### src/rtl/c_result_drain_if.sv
// Result-buffer read port and outbound result stream for the C result drain.
interface c_result_drain_if #(
  parameter int D_WIDTH  = 64,
  parameter int ADDR_WTH = 2
);
  logic                rd_en_out;
  logic [ADDR_WTH-1:0] rd_addr_out;
  logic [D_WIDTH-1:0]  rd_data_in;
  logic [D_WIDTH-1:0]  m_tdata;
  logic                m_tvalid;
  logic                m_tready;
  logic                m_tlast;

  modport master (
    output rd_en_out, rd_addr_out, m_tdata, m_tvalid, m_tlast,
    input  rd_data_in, m_tready
  );

  modport slave (
    input  rd_en_out, rd_addr_out, m_tdata, m_tvalid, m_tlast,
    output rd_data_in, m_tready
  );
endinterface

### src/rtl/c_result_drain.sv
// Drains each completed C tile from the double-buffered result store into a
// valid/ready stream, using a credit-limited output FIFO to absorb backpressure.
module c_result_drain #(
  parameter int D_WIDTH    = 64,
  parameter int ADDR_WTH   = 2,
  parameter int RD_DELAY   = 2,
  parameter int FIFO_DEPTH = 4
) (
  input  logic             clk,
  input  logic             rst,
  input  logic             output_trigger_in,
  c_result_drain_if.master bus,
  output logic             busy,
  output logic             tile_done,
  output logic             overrun_err,
  output logic [15:0]      tile_count
);

  localparam int PTR_W = (FIFO_DEPTH > 1) ? $clog2(FIFO_DEPTH) : 1;
  localparam int CNT_W = $clog2(FIFO_DEPTH + RD_DELAY + 1);
  localparam logic [ADDR_WTH-1:0] LAST_ADDR = '1;

  typedef enum logic [1:0] {
    IDLE  = 2'd0,
    READ  = 2'd1,
    FLUSH = 2'd2
  } state_t;

  state_t              state, state_nxt;
  logic [ADDR_WTH-1:0] addr, addr_nxt;
  logic                pending, pending_nxt;
  logic                trig_q;
  logic                toggle;

  logic [RD_DELAY-1:0] rd_vld_p;
  logic [D_WIDTH-1:0]  fifo_mem [FIFO_DEPTH];
  logic [PTR_W-1:0]    wr_ptr, rd_ptr;
  logic [CNT_W-1:0]    fifo_count;
  logic [CNT_W-1:0]    inflight;
  logic [ADDR_WTH-1:0] beat_cnt;

  logic rd_en, push, pop, fifo_empty, last_beat, drain_done;

  function automatic logic [CNT_W-1:0] popcount(input logic [RD_DELAY-1:0] v);
    logic [CNT_W-1:0] n;
    n = '0;
    for (int i = 0; i < RD_DELAY; i++) n = n + CNT_W'(v[i]);
    return n;
  endfunction

  function automatic logic [PTR_W-1:0] ptr_inc(input logic [PTR_W-1:0] p);
    return (p == PTR_W'(FIFO_DEPTH - 1)) ? '0 : p + PTR_W'(1);
  endfunction

  // Any edge on the store's buffer index means one tile buffer was handed over.
  assign toggle     = output_trigger_in ^ trig_q;
  assign inflight   = popcount(rd_vld_p);
  assign fifo_empty = (fifo_count == '0);
  assign push       = rd_vld_p[RD_DELAY-1];
  assign pop        = !fifo_empty && bus.m_tready;
  assign last_beat  = !fifo_empty && (beat_cnt == LAST_ADDR);
  assign drain_done = (state == FLUSH) && pop && last_beat;

  // Only issue a read when a FIFO slot is guaranteed for its returning data.
  assign rd_en = (state == READ) &&
                 ((32'(fifo_count) + 32'(inflight)) < 32'(FIFO_DEPTH));

  assign bus.rd_en_out   = rd_en;
  assign bus.rd_addr_out = addr;
  assign bus.m_tvalid    = !fifo_empty;
  assign bus.m_tdata     = fifo_empty ? '0 : fifo_mem[rd_ptr];
  assign bus.m_tlast     = last_beat;
  assign busy            = (state != IDLE);

  always_comb begin
    state_nxt   = state;
    addr_nxt    = addr;
    pending_nxt = pending;
    case (state)
      IDLE: begin
        if (toggle) begin
          state_nxt = READ;
          addr_nxt  = '0;
        end
      end
      READ: begin
        if (rd_en) begin
          addr_nxt = addr + ADDR_WTH'(1);
          if (addr == LAST_ADDR) state_nxt = FLUSH;
        end
        if (toggle) pending_nxt = 1'b1;
      end
      FLUSH: begin
        if (drain_done) begin
          // A toggle landing on the completion edge chains straight into the next tile.
          if (pending || toggle) begin
            state_nxt   = READ;
            addr_nxt    = '0;
            pending_nxt = 1'b0;
          end else begin
            state_nxt = IDLE;
          end
        end else if (toggle) begin
          pending_nxt = 1'b1;
        end
      end
      default: state_nxt = IDLE;
    endcase
  end

  always_ff @(posedge clk or posedge rst) begin
    if (rst) begin
      state       <= IDLE;
      addr        <= '0;
      pending     <= 1'b0;
      trig_q      <= 1'b0;
      overrun_err <= 1'b0;
      tile_done   <= 1'b0;
      tile_count  <= '0;
    end else begin
      state     <= state_nxt;
      addr      <= addr_nxt;
      pending   <= pending_nxt;
      trig_q    <= output_trigger_in;
      tile_done <= drain_done;
      if (toggle && (state != IDLE)) overrun_err <= 1'b1;
      if (drain_done) tile_count <= tile_count + 16'd1;
    end
  end

  // Read issue -> data return: one valid bit per outstanding SRAM read.
  always_ff @(posedge clk or posedge rst) begin
    if (rst) begin
      rd_vld_p <= '0;
    end else begin
      rd_vld_p <= (rd_vld_p << 1) | RD_DELAY'(rd_en);
    end
  end

  // Data return -> FIFO -> stream.
  always_ff @(posedge clk or posedge rst) begin
    if (rst) begin
      wr_ptr     <= '0;
      rd_ptr     <= '0;
      fifo_count <= '0;
      beat_cnt   <= '0;
    end else begin
      if (push) wr_ptr <= ptr_inc(wr_ptr);
      if (pop) begin
        rd_ptr   <= ptr_inc(rd_ptr);
        beat_cnt <= beat_cnt + ADDR_WTH'(1);
      end
      fifo_count <= fifo_count + CNT_W'(push) - CNT_W'(pop);
    end
  end

  always_ff @(posedge clk) begin
    if (push) fifo_mem[wr_ptr] <= bus.rd_data_in;
  end

  always_ff @(posedge clk) begin
    if (!rst) assert (!(push && !pop && (fifo_count == CNT_W'(FIFO_DEPTH))));
  end

endmodule

### src/flat_wrapper.sv
// flat-port wrapper written by rule: the top's interface ports become plain ports
module c_result_drain_flat 
#(
  parameter int D_WIDTH    = 64,
  parameter int ADDR_WTH   = 2,
  parameter int RD_DELAY   = 2,
  parameter int FIFO_DEPTH = 4
)
  (clk, rst, output_trigger_in, busy, tile_done, overrun_err, tile_count, bus_rd_en_out, bus_rd_addr_out, bus_m_tdata, bus_m_tvalid, bus_m_tlast, bus_rd_data_in, bus_m_tready);
  c_result_drain_if #(.D_WIDTH(D_WIDTH), .ADDR_WTH(ADDR_WTH)) bus_i ();
  input  logic clk;
  input  logic rst;
  input  logic output_trigger_in;
  output logic busy;
  output logic tile_done;
  output logic overrun_err;
  output logic [15:0] tile_count;
  output wire logic [$bits(bus_i.rd_en_out)-1:0] bus_rd_en_out;
  output wire logic [$bits(bus_i.rd_addr_out)-1:0] bus_rd_addr_out;
  output wire logic [$bits(bus_i.m_tdata)-1:0] bus_m_tdata;
  output wire logic [$bits(bus_i.m_tvalid)-1:0] bus_m_tvalid;
  output wire logic [$bits(bus_i.m_tlast)-1:0] bus_m_tlast;
  input wire logic [$bits(bus_i.rd_data_in)-1:0] bus_rd_data_in;
  input wire logic [$bits(bus_i.m_tready)-1:0] bus_m_tready;
  assign bus_rd_en_out = bus_i.rd_en_out;
  assign bus_rd_addr_out = bus_i.rd_addr_out;
  assign bus_m_tdata = bus_i.m_tdata;
  assign bus_m_tvalid = bus_i.m_tvalid;
  assign bus_m_tlast = bus_i.m_tlast;
  assign bus_i.rd_data_in = bus_rd_data_in;
  assign bus_i.m_tready = bus_m_tready;
  c_result_drain #(.D_WIDTH(D_WIDTH), .ADDR_WTH(ADDR_WTH), .RD_DELAY(RD_DELAY), .FIFO_DEPTH(FIFO_DEPTH)) u_core (.clk(clk), .rst(rst), .output_trigger_in(output_trigger_in), .bus(bus_i), .busy(busy), .tile_done(tile_done), .overrun_err(overrun_err), .tile_count(tile_count));
endmodule
### config.mk
export PLATFORM = sky130hd
export DESIGN_NAME = c_result_drain_flat
export DESIGN_NICKNAME = d
export VERILOG_FILES = /design/src/rtl/c_result_drain_if.sv /design/src/rtl/c_result_drain.sv /design/src/flat_wrapper.sv
export SDC_FILE = /design/constraint.sdc
export NUM_CORES = 1
export LEC_CHECK = 0
export BUFFER_PORTS_ARGS = -buffer_cell sky130_fd_sc_hd__buf_2
export CORE_UTILIZATION = 35
export CTS_CLUSTER_SIZE = 28
export DETAILED_ROUTE_END_ITERATION = 10
export REMOVE_ABC_BUFFERS = 1
export SYNTH_ARGS = -nofsm -noshare
export SYNTH_HDL_FRONTEND = slang
export SYNTH_SLANG_ARGS = --single-unit
### constraint.sdc
create_clock -name clk -period 3 [get_ports clk]
set_clock_uncertainty 0.1 [all_clocks]
set_input_delay 0.45 -clock clk [delete_from_list [all_inputs] [get_ports clk]]
set_output_delay 0.45 -clock clk [all_outputs]
set_load 0.02 [all_outputs]
Word-level counts from Yosys, hierarchy flattened --
Memories as Yosys holds them, arrays and structs flattened. Index checks and enable logic that the tools add are counted.
Cells by class: $add $sub $neg 9, $lt $le $gt $ge 1, equality and inequality tests 12, multiplexer cells 20, bitwise operators 2, reduce and logical (&&, ||, !) cells 16
Operators with widths (number):
- $mux W64 | 1
- $lt A32 B3 Y1 const B | 1
- $mux W2 | 10
- $add A16 B1 Y16 const B | 1
- $pmux W2 S3 | 2
- $eq A2 B2 Y1 const B | 5
- $add A2 B1 Y2 const B | 4
- $logic_and A1 B1 Y1 | 6
- $mux W1 | 6
- $ne A2 B1 Y1 const B | 3
- $reduce_and A5 Y1 | 1
- $add A3 B3 Y4 | 1
- $ne A2 B2 Y1 const B | 2
- $reduce_and A4 Y1 | 1
- $reduce_bool A2 Y1 | 2
- $add A3 B1 Y3 | 1
- $logic_not A3 Y1 | 1
- $ne A3 B3 Y1 const B | 1
- $reduce_bool A3 Y1 | 1
- $sub A3 B1 Y3 | 1
- $add A1 B1 Y2 | 1
- $eq A2 B1 Y1 const B | 1
- $logic_not A2 Y1 | 1
- $or A2 B1 Y2 | 1
- other kinds (5) | 5
Word-level totals: register bits after elaboration 35, RAM bits 256, logic and storage cells 73, memories 1
Memories:
- u_core.fifo_mem | depth 4, bits a word 64, rd ports 1, clocked after memory_dff 0, write ports 1, line c_result_drain.sv:36 | logic [D_WIDTH-1:0] fifo_mem [FIFO_DEPTH];

Logic depth before layout (Yosys ltp) --
Gate-level depths: netlist of run 1.
depth after elaboration 7, mapped depth 9, depth with buffers taken out 9

Worst setup path after synthesis of run 1 --
Ideal clock, no wire load.
kind register to register, start point register u_core.wr_ptr[0], end point memory u_core.fifo_mem[2][0] (enable), library setup time 429 ps, arrival 2119 ps, setup slack 352 ps, cell stages (with the launch flop) 4, buffers on the path 0, period minus slack after synthesis 2648 ps, path through dfrtp_1 inv_1 ha_1 and2_1
RTL lines:
- start: declaration | line c_result_drain.sv:37 | logic [PTR_W-1:0] wr_ptr, rd_ptr;
- start signal: assignment | line c_result_drain.sv:148 | if (push) wr_ptr <= ptr_inc(wr_ptr);
- end: declaration | line c_result_drain.sv:36
Straight into the memory's write port.

Worst setup path in the final report of run 1 --
start point register u_core.rd_ptr[0], end point output port bus_m_tdata[19]
Between the ends: word-level cells in the longest chain between the ends 2
RTL lines:
- start: declaration | line c_result_drain.sv:37
- start signal: assignment | line c_result_drain.sv:150 | rd_ptr <= ptr_inc(rd_ptr);
- $mem_v2 Z4 W64
- $mux W64 | line c_result_drain.sv:71 | assign bus.m_tdata = fifo_empty ? '0 : fifo_mem[rd_ptr];
- end: declaration | line flat_wrapper.sv:20 | output wire logic [$bits(bus_i.m_tdata)-1:0] bus_m_tdata;
Every way passes these cells.

==> results of run 1 <==
[Yosys cell counts, drive strengths merged (5+ instances only)]
master,number,area (um^2)
ha,17,213
edfxtp,256,7690
nand4,5,31.3
nand2,8,30.0
xnor2,12,105
xor2,7,61.3
buf,9,81.3
mux4,64,1440
mux2,5,63.8
inv,18,67.6
clkbuf,13,48.8
dfrtp,35,876
nor2,7,26.3
and2,70,438
[metal layers]
metal	wire, um	track usage	up-vias	share of wire
li1	-	-	2560	-
met1	9660	0.174	2834	0.44
met2	10500	0.217	155	0.48
met3	1240	0.0361	45	0.057
met4	418	0.0370	4	0.019
met5	16	0	-	0.00073
[worst max-delay path, stage by stage (launching register included)]
cell	delay (ns)
sky130_fd_sc_hd__dfrtp_4	0.58
sky130_fd_sc_hd__buf_4	0.33
sky130_fd_sc_hd__mux4_2	0.52
sky130_fd_sc_hd__and2_1	0.20
sky130_fd_sc_hd__buf_2	0.17
[power by group through the flow]
| stage | combinational (mW) | sequential (mW) | clock (mW) |
|---|---|---|---|
| final | 4.49 | 5.32 | 4.06 |
| after global placement | 4.59 | 5.39 | 0 |
| after CTS | 4.62 | 5.33 | 4.18 |
| after global routing | 4.90 | 5.38 | 4.34 |
| after floorplan | 2.93 | 5.59 | 0 |
| after detailed placement | 4.61 | 5.41 | 0 |
[cells by family (layout without fill, tap and decap cells)]
logic type | count (synthesis) | count (layout) | synth area share
compound gates | 14 | 14 | 0.00878
xor+xnor | 19 | 19 | 0.0146
fa+ha+maj | 18 | 18 | 0.0204
buf+inv | 40 | 249 | 0.0173
flops | 291 | 291 | 0.751
mux | 71 | 71 | 0.134
other cells | 0 | 1 | 0
simple gates | 104 | 104 | 0.0538
[layout make-up]
cell class              instances  area share
diodes                          1    0.000180
clock buffers                  42      0.0647
clock inverters                19      0.0158
inverters                      18     0.00485
multi-input cells             226       0.190
flip-flops and latches        291       0.615
well taps                     435      0.0391
repair buffers                170      0.0704
[registers in the layout, summed over array words and instances (netlist names)]
register and flops:
u_core.beat_cnt 2, u_core.bus.rd_addr_out 2, u_core.fifo_count 3, u_core.fifo_mem 256, u_core.overrun_err 1, u_core.pending 1
u_core.rd_ptr 2, u_core.rd_vld_p 2, u_core.state 2, u_core.tile_count 16, u_core.tile_done 1, u_core.trig_q 1
u_core.wr_ptr 2
[final timing paths]
kind                                                to  cells after the start  slack (ns)
worst max-delay path                   bus_m_tdata[19]                      4        0.16
worst min-delay path            u_core.fifo_mem[3][44]                      1        0.06
worst max register to register    u_core.fifo_count[1]                      9        0.58
worst min register to register      u_core.rd_vld_p[1]                      0        0.28
max in group asynchronous             u_core.rd_ptr[1]                      4        1.94
min in group asynchronous        u_core.tile_count[15]                      4        0.50
[what timing repair did]
item                                   in CTS  in global routing
resized for setup                           0                  0
hold buffers                                2                  0
endpoints found under the hold margin      36                  0
[per-stage QoR]
step / total power [mW] / setup TNS, ns / cells
after detailed placement: 10.0 / 0 / 1138
after global placement: 9.98 / 0 / 1138
after CTS: 14.1 / 0 / 1201
after global routing: 14.6 / 0 / 1201
final: 13.9 / 0 / 1202
after floorplan: 8.52 / -67.14 / 535
[layout by cell type (no fill, tap or decap), types with 4 or more instances in the layout]
cell                        instances
sky130_fd_sc_hd__o21ai_0            4
sky130_fd_sc_hd__clkbuf_16         35
sky130_fd_sc_hd__clkbuf_1           7
sky130_fd_sc_hd__buf_4              6
sky130_fd_sc_hd__xnor2_1           12
sky130_fd_sc_hd__ha_1              17
sky130_fd_sc_hd__nand4_1            5
sky130_fd_sc_hd__buf_12             7
sky130_fd_sc_hd__buf_2            155
sky130_fd_sc_hd__a21oi_1            4
sky130_fd_sc_hd__mux4_2            64
sky130_fd_sc_hd__nand2_1            8
sky130_fd_sc_hd__and2_4             4
sky130_fd_sc_hd__bufinv_16          4
sky130_fd_sc_hd__nor2_1             7
sky130_fd_sc_hd__inv_1             18
sky130_fd_sc_hd__xor2_1             7
sky130_fd_sc_hd__clkinv_2           8
sky130_fd_sc_hd__edfxtp_1         256
sky130_fd_sc_hd__and2_1            66
sky130_fd_sc_hd__dfrtp_1           33
==> reports/metrics.yaml, run 1 <==
floorplanning:
  floorplan.die.width_um: 182
  io_pins: 156
  vertical_extent_of_the_die_um: 182
  core.rowCount: 65
  die_area_um2: 33300
  effective_utilization_at_floorplan: 0.358
  core_um2: 31800
routing:
  drt-total-wl_um: 21800
  vias_per_cell: 4.66
  dr_pass1_iterations: 6
  drt_drc_violations_left: 0
  via_count: 5598
  drt-initial-drc-count: 253
  drtAntennaViolNets: 0
  wire_length_per_cell_um: 18.2
sta:
  maxSlewViolCount: 0
  max-slew-margin-rel: 0.557
  rsz0062_at_grt: "no"
  holdWs_ns: 0.0590
  post_route_fraction_of_the_period_consumed_by_the_critical_path: 0.948
  tightestPinTransition_ns: 0.664
  timing.fmax_mhz: 352
  finalCriticalPeriod_ns: 2.84
  hold_viol_final: 0
  timing.final.ws_setup_ns: 0.155
  setup_viol_count_final: 0
final_layout:
  multi_input_comb_area_um2: 2650
  seq_area_um2: 8570
  post-route-util: 0.438
  num-fill-cells: 2770
  layout.cell_area.non_filler_um2: 13900
  final_layout_size_suffix_gt1_frac: 0.386
  syn2layout_area_growth_pct: 22.3
  nets: 827
synth:
  synth_area_um2: 11400
  synth_enable_flop_cells: 256
  share_of_synthesized_registers_carrying_an_async_set_or_reset: 0.120
  synthesized_instance_count: 557
  synth.ff_latch_count: 291
  synthDistinctLibCells: 31
  synth_ff_type: "sky130_fd_sc_hd__edfxtp_1"
  share_of_the_yosys_chip_area_belonging_to_registers: 0.751
  syn_avg_cell_area_um2: 20.5
  yosysWarningCount: 0
cts:
  clk_latency_ns: 0.50
  clk_path_buf_depth: 3
  tritoncts_clock_tree: "done"
  ctsRootBufferMaster: "sky130_fd_sc_hd__clkbuf_16"
  htree_num_levels: 2
  cts_buffers: 34
  cts_setup_buffers: 0
  clkSlewWorstSetupHoldPaths_ns: 0.06
  cts_sinks: 291
power:
  cell_area_power_density_nw_per_um2: 995
  power.share.switching: 0.314
  leakagePower_nw: 5.04
  share_comb_of_total_power: 0.323
  seqPwrFrac: 0.384
  clockPowerShare: 0.293
  power.net_switching_mw: 4.35
  irDropWorstVdd_uv: 478
  power.internal_mw: 9.52
place:
  dp_worst_setup_slack_ns: 0.565
  place_hpwl_um: 13100
  number_of_buffers_inserted_by_port_buffering: 155
  area_after_dpl_um2: 12800
  gp_congestion: 0.738
global_route:
  grt_antenna_before_repair: 3
  grt_max_degree: 67
  grt-ovfl-total: 0
  track_usage: 0.133
  first_global_vias: 5975
  grt_pass1_wl_um: 33800
critical_path:
  critical_path.startpoint_type: "flip-flop"
  timing.critical_path.to_type: "primary output"
  startpoint: "u_core.rd_ptr[0]"
  crit_path_max_fanout: 13
  critPathArrivalTime_ns: 2.29
  worst_ep_required_time_ns: 2.45
  crit_type: "flip-flop to primary output"
  r2r_start: "u_core.fifo_count[1]"
min_path:
  min-delay-path-class: "input port to flip-flop"
  hold_path_startpoint: "bus_rd_data_in[44]"
run:
  maxCapViolations: 0
run_status:
  outcome: "finished clean"
Note: power is estimated with default switching activity, not from simulation.
==> run 2, diff against run 1 <==
==> constraint.sdc (replaced) <==
create_clock -name clk -period 3 [get_ports clk]
set_clock_uncertainty 0.1 [all_clocks]
set_input_delay 0.15 -clock clk [delete_from_list [all_inputs] [get_ports clk]]
set_output_delay 0.15 -clock clk [all_outputs]
set_load 0.02 [all_outputs]
==> run 2 against run 1 <==
Compared with the run above: sequential power up 2%; first-iteration DRC count up 36%; clock-buffer cell count up 1; total power down 3.5%; setup slack better by 0.075 ns; via count up 3.0%; combinational power about the same; non-clock buffer count up 66; cell area up 3.3%; die area unchanged.
==> reports/metrics.yaml, run 2 (synthesis results as in run 1) <==
global_route:
  grt-ovfl-total: 0
  grt_antenna_before_repair: 3
  grt_max_degree: 67
  grt_pass1_wl_um: 34500
  track_usage: 0.134
  first_global_vias: 6161
floorplanning:
  vertical_extent_of_the_die_um: 182
  io_pins: 156
  die_area_um2: 33300
  floorplan.die.width_um: 182
  core_um2: 31800
  effective_utilization_at_floorplan: 0.358
  core.rowCount: 65
routing:
  wire_length_per_cell_um: 17.5
  highest-signal-layer: "met4"
  met1Wirelength_um: 10100
  met3_wirelength_um: 1170
  via_count: 5764
  drt-initial-drc-count: 345
  wl_met2_um: 10500
  vias_per_cell: 4.56
  drt-total-wl_um: 22100
  dr_pass1_iterations: 4
  drtAntennaViolNets: 0
  drt_drc_violations_left: 0
final_layout:
  post-route-util: 0.453
  final_layout_size_suffix_gt1_frac: 0.344
  layout.cell_area.non_filler_um2: 14400
  multi_input_comb_area_um2: 2650
  most-common-layout-cells: "256 x sky130_fd_sc_hd__edfxtp_1, 155 x sky130_fd_sc_hd__buf_2, 67 x sky130_fd_sc_hd__dlygate4sd3_1"
  largest_register_ffs: 256
  syn2layout_area_growth_pct: 26.4
  largest_register: "u_core.fifo_mem"
  seq_area_um2: 8570
  largest_registers: "u_core.fifo_mem x256, u_core.tile_count x16, u_core.fifo_count x3"
  nets: 890
  num-fill-cells: 2725
  final_common_cell: "sky130_fd_sc_hd__edfxtp_1"
min_path:
  min-delay-path-class: "input port to asynchronous set/reset pin"
sta:
  timing.fmax_mhz: 361
  timing.final.ws_setup_ns: 0.231
  hold_viol_final: 0
  rsz0062_at_grt: "no"
  holdWs_ns: 0.150
  setup_viol_count_final: 0
  post_route_fraction_of_the_period_consumed_by_the_critical_path: 0.923
  maxSlewViolCount: 0
  finalCriticalPeriod_ns: 2.77
  max-slew-margin-rel: 0.547
  tightestPinTransition_ns: 0.679
critical_path:
  crit_type: "flip-flop to primary output"
  worst_ep_required_time_ns: 2.75
  critical_path.startpoint_type: "flip-flop"
  critical_path.max_stage_delay_ns: 0.81
  timing.critical_path.to_type: "primary output"
  critPathSlowestCell: "sky130_fd_sc_hd__dfrtp_4"
  timing.critical_path.cells: "buf_12, mux4_2, and2_1, buf_2"
  crit_path_max_fanout: 27
  critPathArrivalTime_ns: 2.52
cts:
  cts_buffers: 31
  ctsRootBufferMaster: "sky130_fd_sc_hd__clkbuf_16"
  clkSlewWorstSetupHoldPaths_ns: 0.06
  cts_sinks: 291
  cts_resized: 0
  clk_latency_ns: 0.54
  tritoncts_clock_tree: "done"
  htree_num_levels: 1
  hold_buffers: 67
  cts_setup_buffers: 0
  clk_path_buf_depth: 3
place:
  dp_worst_setup_slack_ns: 0.537
  gp_congestion: 0.729
  area_after_dpl_um2: 12800
  place_hpwl_um: 13100
  number_of_buffers_inserted_by_port_buffering: 155
run_status:
  outcome: "finished clean"
run:
  maxCapViolations: 0
power:
  cell_area_power_density_nw_per_um2: 929
  leakagePower_nw: 5.22
  irDropWorstVdd_uv: 602
run 2: stage by stage:
step	power [mW]	std cells	setup TNS, ns
after floorplan	8.52	535	-47.94
after global placement	9.98	1139	0
after detailed placement	10.0	1139	0
after CTS	13.6	1261	0
after global routing	14.1	1264	0
final	13.4	1264	0
run 2: critical path, delay by kind of cell, from the launching register on:
family                 cells  cell delay (ns)
flip-flops                 1             0.81
multiplexers               1             0.53
buffers and inverters      2             0.46
AND/OR/NAND/NOR            1             0.17
run 2: final timing paths:
check                                     start                   end  slack (ns)  depth (start not counted)
hold / removal                              rst  u_core.tile_count[6]        0.15                          3
hold reg to reg              u_core.rd_vld_p[0]    u_core.rd_vld_p[1]        0.29                          0
setup / recovery               u_core.rd_ptr[0]       bus_m_tdata[51]        0.23                          4
max in group asynchronous                   rst      u_core.wr_ptr[1]        1.95                          4
setup reg to reg           u_core.fifo_count[1]  u_core.fifo_count[1]        0.53                          9
min in group clk              output_trigger_in         u_core.trig_q        0.19                          2
run 2: layer usage:
metal	up-vias	GRT usage
met5	-	0
met4	0	0.0292
met3	30	0.0301
met2	141	0.221
met1	2911	0.181
li1	2682	-
run 2: cell type report:
class / instances / area share
timing repair buffer: 236 / 0.114
clock inverter: 12 / 0.00721
multi-input combinational: 226 / 0.184
inverter: 18 / 0.00469
antenna: 3 / 0.000521
sequential: 291 / 0.595
tap: 435 / 0.0378
clock buffer: 43 / 0.0570
run 2: power by group:
part	total [mW]	internal, mW	switching [mW]
clock network	3.49	2.06	1.44
registers	5.41	5.02	0.396
logic	4.48	2.05	2.43
